`src/rtl/iob_fifo_sync_asym_fwft_pkg.sv`:
```
// Width helpers shared by the asymmetric FIFO top and its slot memory.
// Pure functions, no logic.
package iob_fifo_sync_asym_fwft_pkg;

    function automatic int min_w(input int a, input int b);
        return (a < b) ? a : b;
    endfunction

    function automatic int max_w(input int a, input int b);
        return (a > b) ? a : b;
    endfunction

    function automatic bit is_pow2(input int x);
        return (x > 0) && ((x & (x - 1)) == 0);
    endfunction

endpackage

```
`src/rtl/iob_fifo_asym_mem.sv`:
```
// Flop array of MIN_W-bit slots: WR-slot aligned write port, RR-slot combinational read port.
// Write latency 1 cycle, read is combinational; no backpressure (caller gates w_en).
// Contents are deliberately left unreset.
module iob_fifo_asym_mem
    import iob_fifo_sync_asym_fwft_pkg::*;
#(
    parameter int W_DATA_W = 32,
    parameter int R_DATA_W = 8,
    parameter int ADDR_W   = 4
) (
    input  logic                clk,
    input  logic                w_en,
    input  logic [ADDR_W-1:0]   w_addr,
    input  logic [W_DATA_W-1:0] w_data,
    input  logic [ADDR_W-1:0]   r_addr,
    output logic [R_DATA_W-1:0] r_data
);

    localparam int MIN_W = min_w(W_DATA_W, R_DATA_W);
    localparam int WR    = W_DATA_W / MIN_W;
    localparam int RR    = R_DATA_W / MIN_W;

    logic [MIN_W-1:0] mem [2**ADDR_W];

    // Little-endian: slice i of a wide word lands in slot base+i.
    always_ff @(posedge clk) begin
        if (w_en) begin
            for (int i = 0; i < WR; i++) begin
                mem[w_addr + ADDR_W'(i)] <= w_data[i*MIN_W +: MIN_W];
            end
        end
    end

    always_comb begin
        r_data = '0;
        for (int j = 0; j < RR; j++) begin
            r_data[j*MIN_W +: MIN_W] = mem[r_addr + ADDR_W'(j)];
        end
    end

endmodule

```
`src/rtl/iob_fifo_sync_asym_fwft.sv`:
```
// Same-clock width-converting FIFO with FWFT or registered read, level flags and sticky errors.
// Latency: write visible after 1 edge; FWFT=1 data on r_data then, FWFT=0 one edge after r_en.
// Backpressure: w_full/r_empty gate acceptance; rejected requests only set the sticky flags.
module iob_fifo_sync_asym_fwft
    import iob_fifo_sync_asym_fwft_pkg::*;
#(
    parameter int W_DATA_W  = 32,
    parameter int R_DATA_W  = 8,
    parameter int ADDR_W    = 4,
    parameter int FWFT      = 0,
    parameter int AFULL_TH  = (2**ADDR_W) - max_w(W_DATA_W, R_DATA_W) / min_w(W_DATA_W, R_DATA_W),
    parameter int AEMPTY_TH = max_w(W_DATA_W, R_DATA_W) / min_w(W_DATA_W, R_DATA_W)
) (
    input  logic                clk,
    input  logic                reset,
    input  logic                clr,
    input  logic                w_en,
    input  logic [W_DATA_W-1:0] w_data,
    output logic                w_full,
    output logic                w_afull,
    output logic                w_overflow,
    input  logic                r_en,
    output logic [R_DATA_W-1:0] r_data,
    output logic                r_empty,
    output logic                r_aempty,
    output logic                r_underflow,
    output logic [ADDR_W:0]     level
);

    localparam int MIN_W = min_w(W_DATA_W, R_DATA_W);
    localparam int MAX_W = max_w(W_DATA_W, R_DATA_W);
    localparam int WR    = W_DATA_W / MIN_W;
    localparam int RR    = R_DATA_W / MIN_W;

    localparam logic [ADDR_W:0]   WR_L     = (ADDR_W+1)'(WR);
    localparam logic [ADDR_W:0]   RR_L     = (ADDR_W+1)'(RR);
    localparam logic [ADDR_W:0]   FULL_L   = (ADDR_W+1)'((2**ADDR_W) - WR);
    localparam logic [ADDR_W:0]   AFULL_L  = (ADDR_W+1)'(AFULL_TH);
    localparam logic [ADDR_W:0]   AEMPTY_L = (ADDR_W+1)'(AEMPTY_TH);
    localparam logic [ADDR_W-1:0] WR_P     = ADDR_W'(WR);
    localparam logic [ADDR_W-1:0] RR_P     = ADDR_W'(RR);

    if (!is_pow2(MAX_W / MIN_W) || (MAX_W % MIN_W) != 0 || ADDR_W < $clog2(MAX_W / MIN_W)) begin : g_param_err
        $error("iob_fifo_sync_asym_fwft: width ratio must be a power of 2 and ADDR_W >= log2(ratio)");
    end

    logic [ADDR_W-1:0]   w_ptr, r_ptr;
    logic [ADDR_W:0]     level_q;
    logic                overflow_q, underflow_q;
    logic [R_DATA_W-1:0] r_data_q, mem_rdata;
    logic                w_acc, r_acc;

    assign w_full      = level_q > FULL_L;
    assign r_empty     = level_q < RR_L;
    assign w_afull     = level_q >= AFULL_L;
    assign r_aempty    = level_q <= AEMPTY_L;
    assign w_overflow  = overflow_q;
    assign r_underflow = underflow_q;
    assign level       = level_q;

    // Acceptance uses pre-edge level only, so a same-cycle read never frees room for the write.
    assign w_acc = w_en & ~w_full;
    assign r_acc = r_en & ~r_empty;

    iob_fifo_asym_mem #(
        .W_DATA_W (W_DATA_W),
        .R_DATA_W (R_DATA_W),
        .ADDR_W   (ADDR_W)
    ) u_mem (
        .clk    (clk),
        .w_en   (w_acc),
        .w_addr (w_ptr),
        .w_data (w_data),
        .r_addr (r_ptr),
        .r_data (mem_rdata)
    );

    always_ff @(posedge clk or negedge reset) begin
        if (!reset) begin
            w_ptr       <= '0;
            r_ptr       <= '0;
            level_q     <= '0;
            overflow_q  <= 1'b0;
            underflow_q <= 1'b0;
            r_data_q    <= '0;
        end else if (clr) begin
            w_ptr       <= '0;
            r_ptr       <= '0;
            level_q     <= '0;
            overflow_q  <= 1'b0;
            underflow_q <= 1'b0;
            r_data_q    <= '0;
        end else begin
            if (w_acc) w_ptr <= w_ptr + WR_P;
            if (r_acc) r_ptr <= r_ptr + RR_P;
            level_q     <= level_q + (w_acc ? WR_L : '0) - (r_acc ? RR_L : '0);
            overflow_q  <= overflow_q | (w_en & w_full);
            underflow_q <= underflow_q | (r_en & r_empty);
            if (r_acc) r_data_q <= mem_rdata;
        end
    end

    assign r_data = (FWFT != 0) ? mem_rdata : r_data_q;

endmodule

```
`config.mk`:
```
export PLATFORM = sky130hd
export DESIGN_NAME = iob_fifo_sync_asym_fwft
export DESIGN_NICKNAME = d
export VERILOG_FILES = /design/src/rtl/iob_fifo_sync_asym_fwft_pkg.sv /design/src/rtl/iob_fifo_asym_mem.sv /design/src/rtl/iob_fifo_sync_asym_fwft.sv
export SDC_FILE = /design/constraint.sdc
export NUM_CORES = 1
export LEC_CHECK = 0
export ABC_AREA = 1
export BUFFER_PORTS_ARGS = -buffer_cell sky130_fd_sc_hd__buf_2
export CAP_MARGIN = 20
export CORE_ASPECT_RATIO = 1.75
export CORE_UTILIZATION = 25
export CTS_CLUSTER_SIZE = 40
export DETAILED_ROUTE_END_ITERATION = 10
export PLACE_DENSITY = 0.37
export SYNTH_ARGS = -nofsm -noshare
export SYNTH_HDL_FRONTEND = slang
export SYNTH_SLANG_ARGS = --single-unit
```
`constraint.sdc`:
```
create_clock -name clk -period 4.55 [get_ports clk]
set_clock_uncertainty 0.15 [all_clocks]
set_input_delay 0.91 -clock clk [delete_from_list [all_inputs] [get_ports clk]]
set_output_delay 0.91 -clock clk [all_outputs]
set_load 0.05 [all_outputs]
```
==> results.toml, run 1 <==
[status]
status = "finished clean"

[clocking]
cts_resized = 0
clk_latency_ns = 0.44
post_cts_buffers = 0
ctsRootBufferMaster = "clkbuf_16"
cts.sinks = 149
clk_pin_slew_ns = 0.06
tritoncts = "yes"
cts_max_level = 4
cts-hold-fix-buffers = 0
ctsLongestPathBuffers = 2
cts_buffers = 17

[sta]
hold_violations = 0
setup_viol = 0
grt_setup_unrepaired = "false"
max_slew_margin_pct = 47.3
maxSlewViolCount = 0
tns_ns = 0
period_share_pct = 63.8
fmax_ghz = 0.344
hold_ws_ns = 0.286
tightest_slew_ns = 0.791
finalCriticalPeriod_ns = 2.90

[synth]
yosys_warnings = 0
synth_edf_count = 128
synthCells = 773
syn_area_um2 = 7390
synth_nets = 824
synth-seq-area-share_pct = 59.1
synth_cell_types = 28
synth_ff_type = "edfxtp_1"
synth_seq_cells = 149
synth_top_area_cell = "edfxtp_1"
synth_area_leaders = "edfxtp_1 52%, nand2_1 12%, dfrtp_1 7.1%"
synth-simple-area-share_pct = 20.9
synth_top_family_by_area = "simple AND/OR/NAND/NOR gates"
synth_compound_area_share_pct = 8.30
yosys.area_share.xor_xnor_pct = 0.237
avgSynthCellArea_um2 = 9.56
synth_top_area_share_pct = 52.0
synthAdderAreaFrac_pct = 2.47
async_flop_share_pct = 14.1
synthMuxAreaShare_pct = 0

[setup_path]
slowest_stage = "dfrtp_1"
ff2ff_setup_slack_ns = 1.84
critPathLaunch = "level[4]"
crit_path_cell_trace = "inv_1 > ha_1 > nand2_1 > nand2_1 > nand2_4 > inv_1 > buf_2"
reg2reg_to = "u_mem.mem[14][0]"
reg2reg_depth = 7
slowest_delay_ns = 0.41
rr_startpoint = "level[4]"
endpoint = "w_full"
crit_type = "reg2out"
crit_arrival_ns = 1.84
endpoint_kind = "primary output"
critPathLaunchType = "flop"
critical_path_peak_fanout = 8
cp.required_ns = 3.49

[grt]
overflow = 0
antenna_found_initial = 0
grtUsageTotal_pct = 16.1
grt_max_degree = 67
grt_pass1_wl_um = 34100
grt_pass1_vias = 5402

[min_path]
hold_path.class = "in2async"

[final_layout]
nNetsFinal = 857
fill_cells = 3059
regArea_um2 = 4370
most-common-layout-cells = "231 x nand2_1, 128 x edfxtp_1, 89 x inv_1, 89 x o21ai_1, 73 x nand3_1"
final_common_cell = "nand2_1"
drive_gt1_share_pct = 14.1
stdcell_area_um2 = 8440
syn2layout_area_growth_pct = 14.2
n_antenna_cell = 0
multi_input_area_um2 = 2360

[pwr]
p_clk_share_pct = 30.1
pwr-share-seq_pct = 37.9
p_comb_share_pct = 32.0
p_int_mw = 2.99
p_per_area_nw_per_um2 = 570
swShare_pct = 37.8
leakage_nw = 3.64
power_mw = 4.81
p_sw_mw = 1.82
peakVddDrop_mv = 0.337

[route]
totalWireLength_um = 22700
vias = 5254
drt_pass1_iterations = 4
avgViaCountPerCell = 4.39
final_antenna_net_count = 0
drt_iter0_drc = 226
wl_per_cell_um = 19.0
drcViolationCount = 0

[floorplanning]
core-area_um2 = 28800
io_pins = 56
die_y_um = 229
core.rowCount = 82
initial_core_util_pct = 25.6
die_w_um = 132
dieArea_um2 = 30300

[job]
cap_violations = 0

[placement]
hpwl_um = 15300
gp_congestion = 0.783
portBuffers = 55
placed_area_um2 = 7850
critical path: cells and delay by family, from the launching register on:
kind          cells  cell delay, ns
fa+ha+maj         1            0.17
buf+inv           3            0.52
flops             1            0.41
simple gates      3            0.31
power groups by stage:
stage                     registers [mW]  clock network, mW  logic (mW)
after floorplan                     2.00                  0        1.04
after global placement              1.85                  0        1.57
after detailed placement            1.85                  0        1.57
after CTS                           1.82               1.47        1.58
after global routing                1.84               1.53        1.75
final                               1.82               1.45        1.54
cell families (layout without fill, tap and decap cells):
family / after synthesis / after routing
adders and majority gates: 14 / 14
buffers and inverters: 138 / 183
xor gates and xnor gates: 2 / 2
AOI/OAI and AO/OA: 115 / 115
and+or+nand+nor: 355 / 355
DFF: 149 / 149
flip-flops by register name (all words and copies together) (netlist names):
name	count
r_ptr	4
w_overflow	1
r_data	8
level	5
w_ptr	2
u_mem.mem	128
r_underflow	1
cells in the mapped netlist, drive strengths merged, types with 2 or more instances:
| cell | number |
|---|---|
| nor2 | 38 |
| nand3 | 78 |
| xor2 | 2 |
| nand2 | 236 |
| inv | 95 |
| buf | 31 |
| edfxtp | 128 |
| a21oi | 2 |
| ha | 13 |
| o21ai | 111 |
| clkbuf | 12 |
| nand4 | 2 |
| dfrtp | 21 |
how the worst min path moves through the flow:
stage	from	endpoint	cells past startpoint	slack, ns
after floorplan	r_ptr[1]	r_ptr[1]	3	0.41
after global placement	r_data[4]	r_data[4]	2	0.32
after detailed placement	r_data[5]	r_data[5]	2	0.32
after CTS	reset	w_overflow	1	0.30
after global routing	reset	w_overflow	1	0.32
final	reset	w_overflow	1	0.29
routing by layer:
layer,up-vias,part of all wire (%),global-route usage (%)
li1,2622,-,-
met1,2497,39,17.1
met2,103,54,30.0
met3,32,3.3,3.21
met4,0,3.5,7.85
met5,-,0,0
per-stage QoR:
stage	utilization, %	cells	worst slack (ns)
4_1_cts	29.3	1196	1.61
2_1_floorplan	-	773	1.75
6_report	29.3	1196	1.65
3_3_place_gp	27.2	1165	1.67
3_5_place_dp	27.2	1165	1.65
5_1_grt	29.3	1196	1.48
final cells by class:
class / count / area share (%)
Timing Repair Buffer: 57 / 3.44
Tap cell: 378 / 5.61
Sequential cell: 149 / 51.8
Multi-Input combinational cell: 486 / 28.0
Inverter: 95 / 4.23
Clock buffer: 18 / 5.09
Clock inverter: 13 / 1.87
(Power assumes the default switching activity.)
==> run 2: changes to the inputs <==
- ABC_AREA: 1 -> 0
- PLACE_DENSITY: 0.37 -> 0.38
- clock period: 4.55 -> 2.4 ns (I/O delays scaled with it)
==> results.toml, run 2 <==
[status]
status = "finished clean"

[job]
cap_violations = 0

[clocking]
ctsLongestPathBuffers = 2
cts_max_level = 4
cts.sinks = 149
ctsRootBufferMaster = "clkbuf_16"
cts_buffers = 17
clk_pin_slew_ns = 0.06
clk_latency_ns = 0.43
tritoncts = "yes"

[setup_path]
crit_path_cell_trace = "nor3b_2 > buf_4 > o21ai_0 > nand2_1 > clkbuf_4"
worst-path-buf-inv = 2
cp.required_ns = 1.77
crit_type = "reg2out"
crit_family = "flip-flops"
critPathLaunchType = "flop"
crit_arrival_ns = 1.67
critical_path_peak_fanout = 6
endpoint_kind = "primary output"
slowest_delay_ns = 0.45
slowest_stage = "dfrtp_2"

[pwr]
swShare_pct = 33.5
p_sw_mw = 3.17
p_clk_share_pct = 28.8
leakage_nw = 3.45
peakVddDrop_mv = 0.550
p_int_mw = 6.31
p_per_area_nw_per_um2 = 1080
p_comb_share_pct = 34.4
pwr-share-seq_pct = 36.7

[synth]
synthMuxAreaShare_pct = 14.3
yosys.area_share.xor_xnor_pct = 0.740
synth_ff_type = "edfxtp_1"
yosys_warnings = 0
synth_area_leaders = "edfxtp_1 54%, nand2_1 12%, mux4_1 11%"
synth_edf_count = 128
avgSynthCellArea_um2 = 12.8
synth_top_area_share_pct = 54.1
synth-seq-area-share_pct = 61.5
syn_area_um2 = 7100
synth_cell_types = 36
yosysMostFrequentCell = "nand2_1"
synth_compound_area_share_pct = 3.86
synthAdderAreaFrac_pct = 2.57
synth_seq_cells = 149
async_flop_share_pct = 14.1
synthCells = 556
synth_nets = 607
synthTopCellsByCount = "227 x nand2_1, 128 x edfxtp_1, 30 x mux4_1, 21 x dfrtp_1, 20 x inv_1"
synth_top_family_by_area = "multiplexers"
synth-simple-area-share_pct = 13.2
synth_top_area_cell = "edfxtp_1"

[grt]
grt_pass1_vias = 4759
grtUsageTotal_pct = 14.8
grt_pass1_wl_um = 29500
grt_max_degree = 36
overflow = 0
antenna_found_initial = 0

[route]
totalWireLength_um = 19800
drcViolationCount = 0
final_antenna_net_count = 0
avgViaCountPerCell = 4.47
drt_iter0_drc = 219
wl_per_cell_um = 19.6
vias = 4536
drt_pass1_iterations = 5

[sta]
fmax_ghz = 0.436
setup_viol = 0
max_slew_margin_pct = 60.3
grt_setup_unrepaired = "true"
finalCriticalPeriod_ns = 2.30
tns_ns = 0
hold_ws_ns = 0.212
tightest_slew_ns = 0.595
hold_violations = 0
maxSlewViolCount = 0
period_share_pct = 95.6

[floorplanning]
io_pins = 56
initial_core_util_pct = 25.4
die_w_um = 129
die_y_um = 225
core-area_um2 = 28000
dieArea_um2 = 29100
core.rowCount = 81

[final_layout]
n_antenna_cell = 0
nNetsFinal = 679
syn2layout_area_growth_pct = 23.3
largest_register_ffs = 128
regMostFlops = "u_mem.mem"
most-common-layout-cells = "226 x nand2_1, 128 x edfxtp_1, 52 x buf_2, 30 x mux4_1, 18 x mux2i_1"
final_common_cell = "nand2_1"
drive_gt1_share_pct = 21.2

[placement]
portBuffers = 55
hpwl_um = 13400
gp_congestion = 0.732

[min_path]
hold_path.class = "in2reg"
==> run 2: cell types whose count changed after synthesis, sizes merged, moves of 5 or more <==
cell / previous run / this run
o2111ai: 0 / 5
nor2: 38 / 13
a31o: 0 / 8
mux4: 0 / 32
buf: 31 / 16
inv: 95 / 24
o22ai: 0 / 8
nand3: 78 / 0
nand2: 236 / 227
mux2i: 0 / 18
o21ai: 111 / 3
==> run 2: area by class of cell <==
class | instances | area (µm²)
well taps | 373 | 467
clock inverters | 13 | 163
flip-flops and latches | 149 | 4370
multi-input cells | 349 | 2530
clock buffers | 19 | 433
repair buffers | 85 | 677
inverters | 26 | 109
fillers | 2832 | 19200
==> run 2: kinds of logic after synthesis <==
kind of cell / after synthesis
DFF: 149
AOI/OAI and AO/OA: 34
and+or+nand+nor: 245
adders and majority gates: 14
buffers and inverters: 58
muxes: 50
xor gates and xnor gates: 6
==> run 2: power by group through the flow <==
stage / logic [mW] / clock network, mW / registers (mW)
2_1_floorplan: 1.91 / 0 / 3.78
3_3_place_gp: 3.23 / 0 / 3.53
3_5_place_dp: 3.25 / 0 / 3.54
4_1_cts: 3.30 / 2.80 / 3.49
5_1_grt: 3.57 / 2.89 / 3.53
6_report: 3.27 / 2.73 / 3.49
==> run 2: path summary, 6_finish.rpt <==
path | from | to | slack (ns) | depth (start not counted)
hold / removal | w_data[7] | u_mem.mem[0][7] | 0.21 | 1
setup / recovery | level[1] | w_afull | 0.10 | 5
hold reg to reg | r_underflow | r_underflow | 0.34 | 1
max in group asynchronous | reset | level[3] | 1.27 | 2
setup reg to reg | level[4] | level[4] | 0.11 | 11
min in group asynchronous | reset | r_data[2] | 0.43 | 2
==> run 2: timing repair <==
item | in CTS | in global routing
buffers inserted | 1 | 0
hold endpoints to repair | 21 | 0
setup endpoints to repair | 3 | 18
hold buffers | 1 | 0
gates resized for setup | 4 | 7
pin swaps | 1 | 4
==> run 2: worst register-to-register path: cells and delay by family, from the launching register on <==
kind / cells / cell delay (ns)
flops: 1 / 0.43
compound gates: 3 / 0.54
fa+ha+maj: 3 / 0.65
simple gates: 2 / 0.11
buf+inv: 2 / 0.15
xor+xnor: 1 / 0.13
==> run 2: layer usage <==
metal / share of wire, % / routed length (µm) / global-route usage (%) / up-vias
met5: 0 / 0 / 0 / -
met4: 2.9 / 578 / 7.40 / 0
met3: 4.6 / 921 / 3.47 / 24
met2: 55 / 10900 / 27.6 / 145
met1: 37 / 7400 / 14.9 / 2228
li1: - / - / - / 2139
==> run 2: stage by stage <==
| stage | instance area [µm²] | power (mW) | util, % | std cells | worst slack, ns |
|---|---|---|---|---|---|
| finish | 8750 | 9.49 | 31.3 | 1014 | 0.105 |
| global route | 8750 | 9.98 | 31.3 | 1014 | -0.0274 |
| CTS | 8720 | 9.59 | 31.2 | 1014 | 0.00622 |
| detailed placement | 8100 | 6.79 | 28.9 | 980 | -0.0117 |
| global placement | 8100 | 6.76 | 28.9 | 980 | 0.0250 |
| floorplan | 7160 | 5.69 | - | 556 | -0.231 |
